`config.mk`:
```
export PLATFORM = sky130hd
export DESIGN_NAME = riscv_selftest_ctrl
export DESIGN_NICKNAME = d
export VERILOG_FILES = /design/src/rtl/riscv_selftest_pkg.sv /design/src/rtl/riscv_selftest_ctrl_sig.sv /design/src/rtl/riscv_selftest_ctrl.sv
export SDC_FILE = /design/constraint.sdc
export NUM_CORES = 1
export LEC_CHECK = 0
export CAP_MARGIN = 20
export CORE_AREA = 2 2 129 131
export CTS_CLUSTER_SIZE = 12
export DETAILED_ROUTE_END_ITERATION = 6
export DIE_AREA = 0 0 131 133
export PLACE_DENSITY = 0.78
export SYNTH_ARGS = -nofsm -noshare
export SYNTH_HDL_FRONTEND = slang
export SYNTH_HIERARCHICAL = 1
export SYNTH_SLANG_ARGS = --single-unit
export TNS_END_PERCENT = 5
```
`constraint.sdc`:
```
create_clock -name clk -period 4.35 [get_ports clk]
set_input_delay 0.435 -clock clk [delete_from_list [all_inputs] [get_ports clk]]
set_output_delay 0.435 -clock clk [all_outputs]
set_load 0.1 [all_outputs]
```
`src/rtl/riscv_selftest_pkg.sv`:
```
// Shared types for the self-test sequencer: FSM state encoding and regfile address width.
package riscv_selftest_pkg;

    localparam int REG_AW = 5;

    typedef enum logic [2:0] {
        IDLE  = 3'd0,
        LOAD  = 3'd1,
        RUN   = 3'd2,
        CHECK = 3'd3,
        DONE  = 3'd4
    } state_e;

endpackage

```
`src/rtl/riscv_selftest_ctrl_sig.sv`:
```
// Signature accumulator: rotate-left-by-one then XOR the CPU PC, once per enabled cycle.
// Latency: one cycle per update. No backpressure; clr has priority over en.
module selftest_sig_acc #(
    parameter int XLEN = 32
) (
    input  logic            clk,
    input  logic            rst_n,
    input  logic            clr,
    input  logic            en,
    input  logic [XLEN-1:0] pc,
    output logic [XLEN-1:0] sig
);

    logic [XLEN-1:0] sig_q, sig_d;

    always_comb begin
        sig_d = sig_q;
        if (clr) begin
            sig_d = '0;
        end else if (en) begin
            sig_d = {sig_q[XLEN-2:0], sig_q[XLEN-1]} ^ pc;
        end
    end

    always_ff @(posedge clk or negedge rst_n) begin
        if (!rst_n) sig_q <= '0;
        else        sig_q <= sig_d;
    end

    assign sig = sig_q;

endmodule

```
`src/rtl/riscv_selftest_ctrl.sv`:
```
// Self-test sequencer: load program into imem, run CPU until halt/timeout, verify NUM_CHK registers.
// Latency: N cycles to load N words, RUN bounded by TIMEOUT, CHECK at most NUM_CHK cycles.
// Backpressure: ld_ready high only in LOAD; SELFTEST_SIG_EN adds the PC signature port.
module riscv_selftest_ctrl
    import riscv_selftest_pkg::*;
#(
    parameter  int XLEN       = 32,
    parameter  int IMEM_DEPTH = 64,
    parameter  int NUM_CHK    = 4,
    parameter  int TIMEOUT    = 1024,
    parameter  int CYC_W      = 32,
    localparam int IAW        = $clog2(IMEM_DEPTH),
    localparam int FIW        = $clog2(NUM_CHK) + 1
) (
    input  logic                     clk,
    input  logic                     rst_n,
    input  logic                     start,
    input  logic                     ld_valid,
    output logic                     ld_ready,
    input  logic [XLEN-1:0]          ld_data,
    input  logic                     ld_last,
    output logic                     imem_we,
    output logic [IAW-1:0]           imem_waddr,
    output logic [XLEN-1:0]          imem_wdata,
    output logic                     cpu_rst,
    input  logic                     cpu_halt,
    input  logic [XLEN-1:0]          cpu_pc,
    input  logic [NUM_CHK*REG_AW-1:0] chk_reg,
    input  logic [NUM_CHK*XLEN-1:0]  chk_exp,
    output logic [REG_AW-1:0]        rf_raddr,
    input  logic [XLEN-1:0]          rf_rdata,
    output logic                     done,
    output logic                     pass,
    output logic                     tmo,
    output logic                     ld_ovf,
    output logic [FIW-1:0]           fail_idx,
    output logic [CYC_W-1:0]         cycles
`ifdef SELFTEST_SIG_EN
    ,
    output logic [XLEN-1:0]          sig
`endif
);

    localparam int SLOTS = 2 ** FIW;

    state_e            state_q, state_d;
    logic [IAW-1:0]    addr_q, addr_d;
    logic [FIW-1:0]    chk_idx_q, chk_idx_d;
    logic [FIW-1:0]    fail_idx_q, fail_idx_d;
    logic              pass_q, pass_d;
    logic              tmo_q, tmo_d;
    logic              ovf_q, ovf_d;
    logic [CYC_W-1:0]  cycles_q, cycles_d;

    // Check table padded to a power of two so the check index addresses it directly.
    logic [REG_AW-1:0] reg_arr [SLOTS];
    logic [XLEN-1:0]   exp_arr [SLOTS];

    for (genvar g = 0; g < SLOTS; g++) begin : g_chk
        if (g < NUM_CHK) begin : g_used
            assign reg_arr[g] = chk_reg[g*REG_AW +: REG_AW];
            assign exp_arr[g] = chk_exp[g*XLEN +: XLEN];
        end else begin : g_pad
            assign reg_arr[g] = '0;
            assign exp_arr[g] = '0;
        end
    end

    logic              start_ok;
    logic              ld_hs;
    logic [REG_AW-1:0] cur_reg;
    logic [XLEN-1:0]   cur_val;
    logic [CYC_W-1:0]  cyc_inc;

    assign start_ok = start && (state_q == IDLE || state_q == DONE);
    assign ld_hs    = ld_valid && (state_q == LOAD);
    assign cur_reg  = reg_arr[chk_idx_q];
    // x0 reads as zero regardless of what the debug port returns.
    assign cur_val  = (cur_reg == '0) ? '0 : rf_rdata;
    assign cyc_inc  = (&cycles_q) ? cycles_q : cycles_q + 1'b1;

    always_comb begin
        state_d    = state_q;
        addr_d     = addr_q;
        chk_idx_d  = chk_idx_q;
        fail_idx_d = fail_idx_q;
        pass_d     = pass_q;
        tmo_d      = tmo_q;
        ovf_d      = ovf_q;
        cycles_d   = cycles_q;
        case (state_q)
            IDLE, DONE: begin
                if (start_ok) begin
                    state_d    = LOAD;
                    addr_d     = '0;
                    chk_idx_d  = '0;
                    fail_idx_d = '1;
                    pass_d     = 1'b0;
                    tmo_d      = 1'b0;
                    ovf_d      = 1'b0;
                    cycles_d   = '0;
                end
            end
            LOAD: begin
                if (ld_hs) begin
                    addr_d = addr_q + 1'b1;
                    if (ld_last) begin
                        state_d = RUN;
                    end else if (addr_q == IAW'(IMEM_DEPTH - 1)) begin
                        ovf_d   = 1'b1;
                        state_d = RUN;
                    end
                end
            end
            RUN: begin
                cycles_d = cyc_inc;
                if (cpu_halt) begin
                    state_d   = CHECK;
                    chk_idx_d = '0;
                end else if (cyc_inc >= CYC_W'(TIMEOUT - 1)) begin
                    tmo_d   = 1'b1;
                    pass_d  = 1'b0;
                    state_d = DONE;
                end
            end
            CHECK: begin
                if (cur_val != exp_arr[chk_idx_q]) begin
                    fail_idx_d = chk_idx_q;
                    pass_d     = 1'b0;
                    state_d    = DONE;
                end else if (chk_idx_q == FIW'(NUM_CHK - 1)) begin
                    pass_d  = 1'b1;
                    state_d = DONE;
                end else begin
                    chk_idx_d = chk_idx_q + 1'b1;
                end
            end
            default: state_d = IDLE;
        endcase
    end

    always_ff @(posedge clk or negedge rst_n) begin
        if (!rst_n) begin
            state_q    <= IDLE;
            addr_q     <= '0;
            chk_idx_q  <= '0;
            fail_idx_q <= '1;
            pass_q     <= 1'b0;
            tmo_q      <= 1'b0;
            ovf_q      <= 1'b0;
            cycles_q   <= '0;
        end else begin
            state_q    <= state_d;
            addr_q     <= addr_d;
            chk_idx_q  <= chk_idx_d;
            fail_idx_q <= fail_idx_d;
            pass_q     <= pass_d;
            tmo_q      <= tmo_d;
            ovf_q      <= ovf_d;
            cycles_q   <= cycles_d;
        end
    end

    assign ld_ready   = (state_q == LOAD);
    assign imem_we    = ld_hs;
    assign imem_waddr = addr_q;
    assign imem_wdata = ld_data;
    assign cpu_rst    = !(state_q == RUN || state_q == CHECK);
    assign rf_raddr   = (state_q == CHECK) ? cur_reg : '0;
    assign done       = (state_q == DONE);
    assign pass       = pass_q;
    assign tmo        = tmo_q;
    assign ld_ovf     = ovf_q;
    assign fail_idx   = fail_idx_q;
    assign cycles     = cycles_q;

`ifdef SELFTEST_SIG_EN
    selftest_sig_acc #(.XLEN(XLEN)) u_sig (
        .clk   (clk),
        .rst_n (rst_n),
        .clr   (start_ok),
        .en    (state_q == RUN),
        .pc    (cpu_pc),
        .sig   (sig)
    );
`else
    logic unused_pc;
    assign unused_pc = ^cpu_pc;
`endif

endmodule

```
==> results.cfg, run 1 <==
[timing]
fin_setup_tns_ps = 0
timing.hold.ws_ps = 232.7
slew_viol_final = 0
tightestPinTransition_ps = 1034
finalSetupViolCount = 0
hold_viol = 0
fmax_ghz = 0.2618
post-route-period-util_pct = 87.80
fin_skew_ps = 12.27
slew_headroom_pct = 30.87
period_needed_ps = 3819
rsz0062_at_grt = no

[clock_tree]
cts_buffer_depth = 2
cts.sinks = 50
numCtsBuffers = 5
cts_tree = yes
cts-hold-fix-buffers = 0
worstSkewPairLatency_ps = 300
cts-resized-gates = 0
clkTransAtPathRegs_ps = 70
h-tree-depth = 2
cts-root-buf = clkbuf_16
postCtsSetupBuffers = 0

[critical_path]
crit_path_max_incr_delay_ps = 800
crit_path_top_delay_cell = nor4_1
rrSetupSlack_ps = 530
r2r_end = pass
end_kind = register
crit_path_cell_trace = ha_1 > nand3_1 > nor4_1 > buf_4 > nand3_1 > a221oi_1 > and4b_1 > nand4_1 > nor3_2 > o21ai_1 > a32o_1
critPathKind = register to register
r2r_cells = 11
cp.arrival_ps = 4010
critPathRequiredTime_ps = 4540
reg2reg_from = cycles[0]
startpoint_type = register
critPathMostFrequentCell = nand3_1
worst-path-max-fanout = 10

[global_route]
grtUsageTotal_pct = 23.87
grt-ovfl-total = 0
grt_pass1_wl_mm = 32.29
antenna_found_initial = 3
grt_max_degree = 51
grt_pass1_vias = 5951

[job]
maxCapViolCount = 0

[floorplan]
die_w_um = 131
ios = 335
die_h_um = 133
dieArea_um2 = 17420
start_util_pct = 33.89
rows = 47
design.core.area_um2 = 16170

[logic_synthesis]
ys.flop_type = dfrtp_1
synth_fp_nets = 896
yosysSeqAreaShare_pct = 22.90
synth_edf_count = 0
syn_inst = 642
async_flop_share_pct = 100.0
netlist_top_cells_area = dfrtp_1 (21%), mux4_2 (15%), o21ai_0 (5.2%)
ys_types = 67
synth_warnings = 6
yosys.area.top_type = dfrtp_1
avgSynthCellArea_um2 = 8.536
syn_area_um2 = 5480
synth-seq-cells = 50
synth_top_cell_area_share_pct = 21.46

[power_and_ir_drop]
p_leak_nw = 2.799
power_mw = 2.981
p_per_area_nw_per_um2 = 372.0
peakVddDrop_mv = 0.2706

[detailed_routing]
routed_via_density = 5.872
num_vias = 6195
drt-initial-drc-count = 484
drtPass1Iterations = 6
ant_nets = 0
remaining_drc_errors = 0
wl_mm = 21.65
post_drt_wl_per_cell_um = 20.52

[placement]
numPortBuffers = 238
gp_congestion = 0.9223
hpwl_mm = 16.89

[layout]
num-nets-final = 1085
layout_commonest_cell = clkdlybuf4s50_1
mostFrequentLayoutCells = clkdlybuf4s50_1 (237), nor2_1 (63), o21ai_0 (57)
area_growth_pct = 46.23
multi_input_area_um2 = 3729
nFillCells = 1530
final_util_pct = 49.56
seq_area_um2 = 1257
drive_gt1_share_pct = 9.375

[outcome]
run_status = complete, no violations

[hold_path]
hp-class = input port to async pin
-- Yosys cell counts, types with 7 or more instances --
library cell,count
a21oi_1,21
a31oi_1,45
and2_1,15
and3_1,12
buf_2,12
buf_4,34
clkbuf_1,21
dfrtp_1,47
inv_1,11
mux4_2,37
nand2_1,51
nand3_1,25
nand4_1,17
nor2_1,63
nor3_1,13
nor4_1,24
nor4bb_1,15
o21ai_0,57
o21ai_1,7
xnor2_1,23
-- sequential cells by signal, indices dropped and copies added, names as in the netlist --
register,cells
state_q,3
tmo,1
fail_idx,3
ld_ovf,1
chk_idx_q,3
pass,1
imem_waddr,6
cycles,32
-- critical path, delay by kind of cell, from the launching register on --
family | cells | cell delay (ps)
and+or+nand+nor | 6 | 2000
AOI/OAI and AO/OA | 3 | 660
DFF | 1 | 470
buffers and inverters | 1 | 300
adders and majority gates | 1 | 290
-- worst max-delay path by stage --
stage                       from            to  slack [ps]  cells after the start
floorplan              cycles[0]          pass         520                     11
global placement    chk_idx_q[0]  chk_idx_q[1]         620                     10
detailed placement  chk_idx_q[0]  chk_idx_q[1]         520                     10
CTS                 chk_idx_q[0]  chk_idx_q[1]         510                     10
global route           cycles[0]          pass         170                     11
finish                 cycles[0]          pass         530                     11
-- layer usage --
layer / up-vias / global-route usage [%] / share of wire [%]
met5: - / 0 / 0
met4: 0 / 9.811 / 3.6
li1: 2857 / - / -
met2: 371 / 39.75 / 48
met1: 2920 / 28.18 / 37
met3: 47 / 7.562 / 12
-- stage by stage --
step / setup slack (ps) / instance area [µm²] / cells
after detailed placement: 524.3 / 7812 / 1044
final: 530.9 / 8014 / 1055
after global routing: 173.5 / 8014 / 1055
after floorplan: 515.6 / 5485 / 642
after CTS: 508.9 / 8006 / 1052
after global placement: 623.9 / 7812 / 1044
-- final cells by class --
| class | instances | area share, % |
|---|---|---|
| antenna | 3 | 0.09368 |
| clock buffer | 5 | 1.561 |
| clock inverter | 3 | 0.8587 |
| inverter | 11 | 0.5152 |
| multi-input combinational | 509 | 46.53 |
| sequential | 50 | 15.69 |
| tap | 220 | 3.435 |
| timing repair buffer | 254 | 31.32 |
-- logic make-up (layout without fill, tap and decap cells) --
logic type | Yosys count | after routing | share of synthesized area, %
AOI/OAI and AO/OA | 172 | 172 | 20.23
xor gates and xnor gates | 26 | 26 | 4.155
adders and majority gates | 4 | 4 | 0.9133
buffers and inverters | 83 | 273 | 9.155
DFF | 50 | 50 | 22.90
muxes | 42 | 42 | 16.16
other | 0 | 3 | 0
and+or+nand+nor | 265 | 265 | 26.48
-- report_power, final --
| group | internal, mW | switching, mW |
|---|---|---|
| combinational | 0.680 | 1.14 |
| sequential | 0.533 | 0.121 |
| clock | 0.331 | 0.181 |
| total | 1.54 | 1.44 |
Power figures use the tool's default switching activity.
==> inputs of run 2 (changes only) <==
Settings changed: TNS_END_PERCENT 5 to 50.
==> results of run 2 <==
No change in the layout: final DEF, timing and power equal those of run 1.
==> inputs of run 3 (changes only) <==
Settings changed: SETUP_SLACK_MARGIN from default to 0.02.
==> results of run 3 <==
No change in the layout: final DEF, timing and power equal those of run 1.
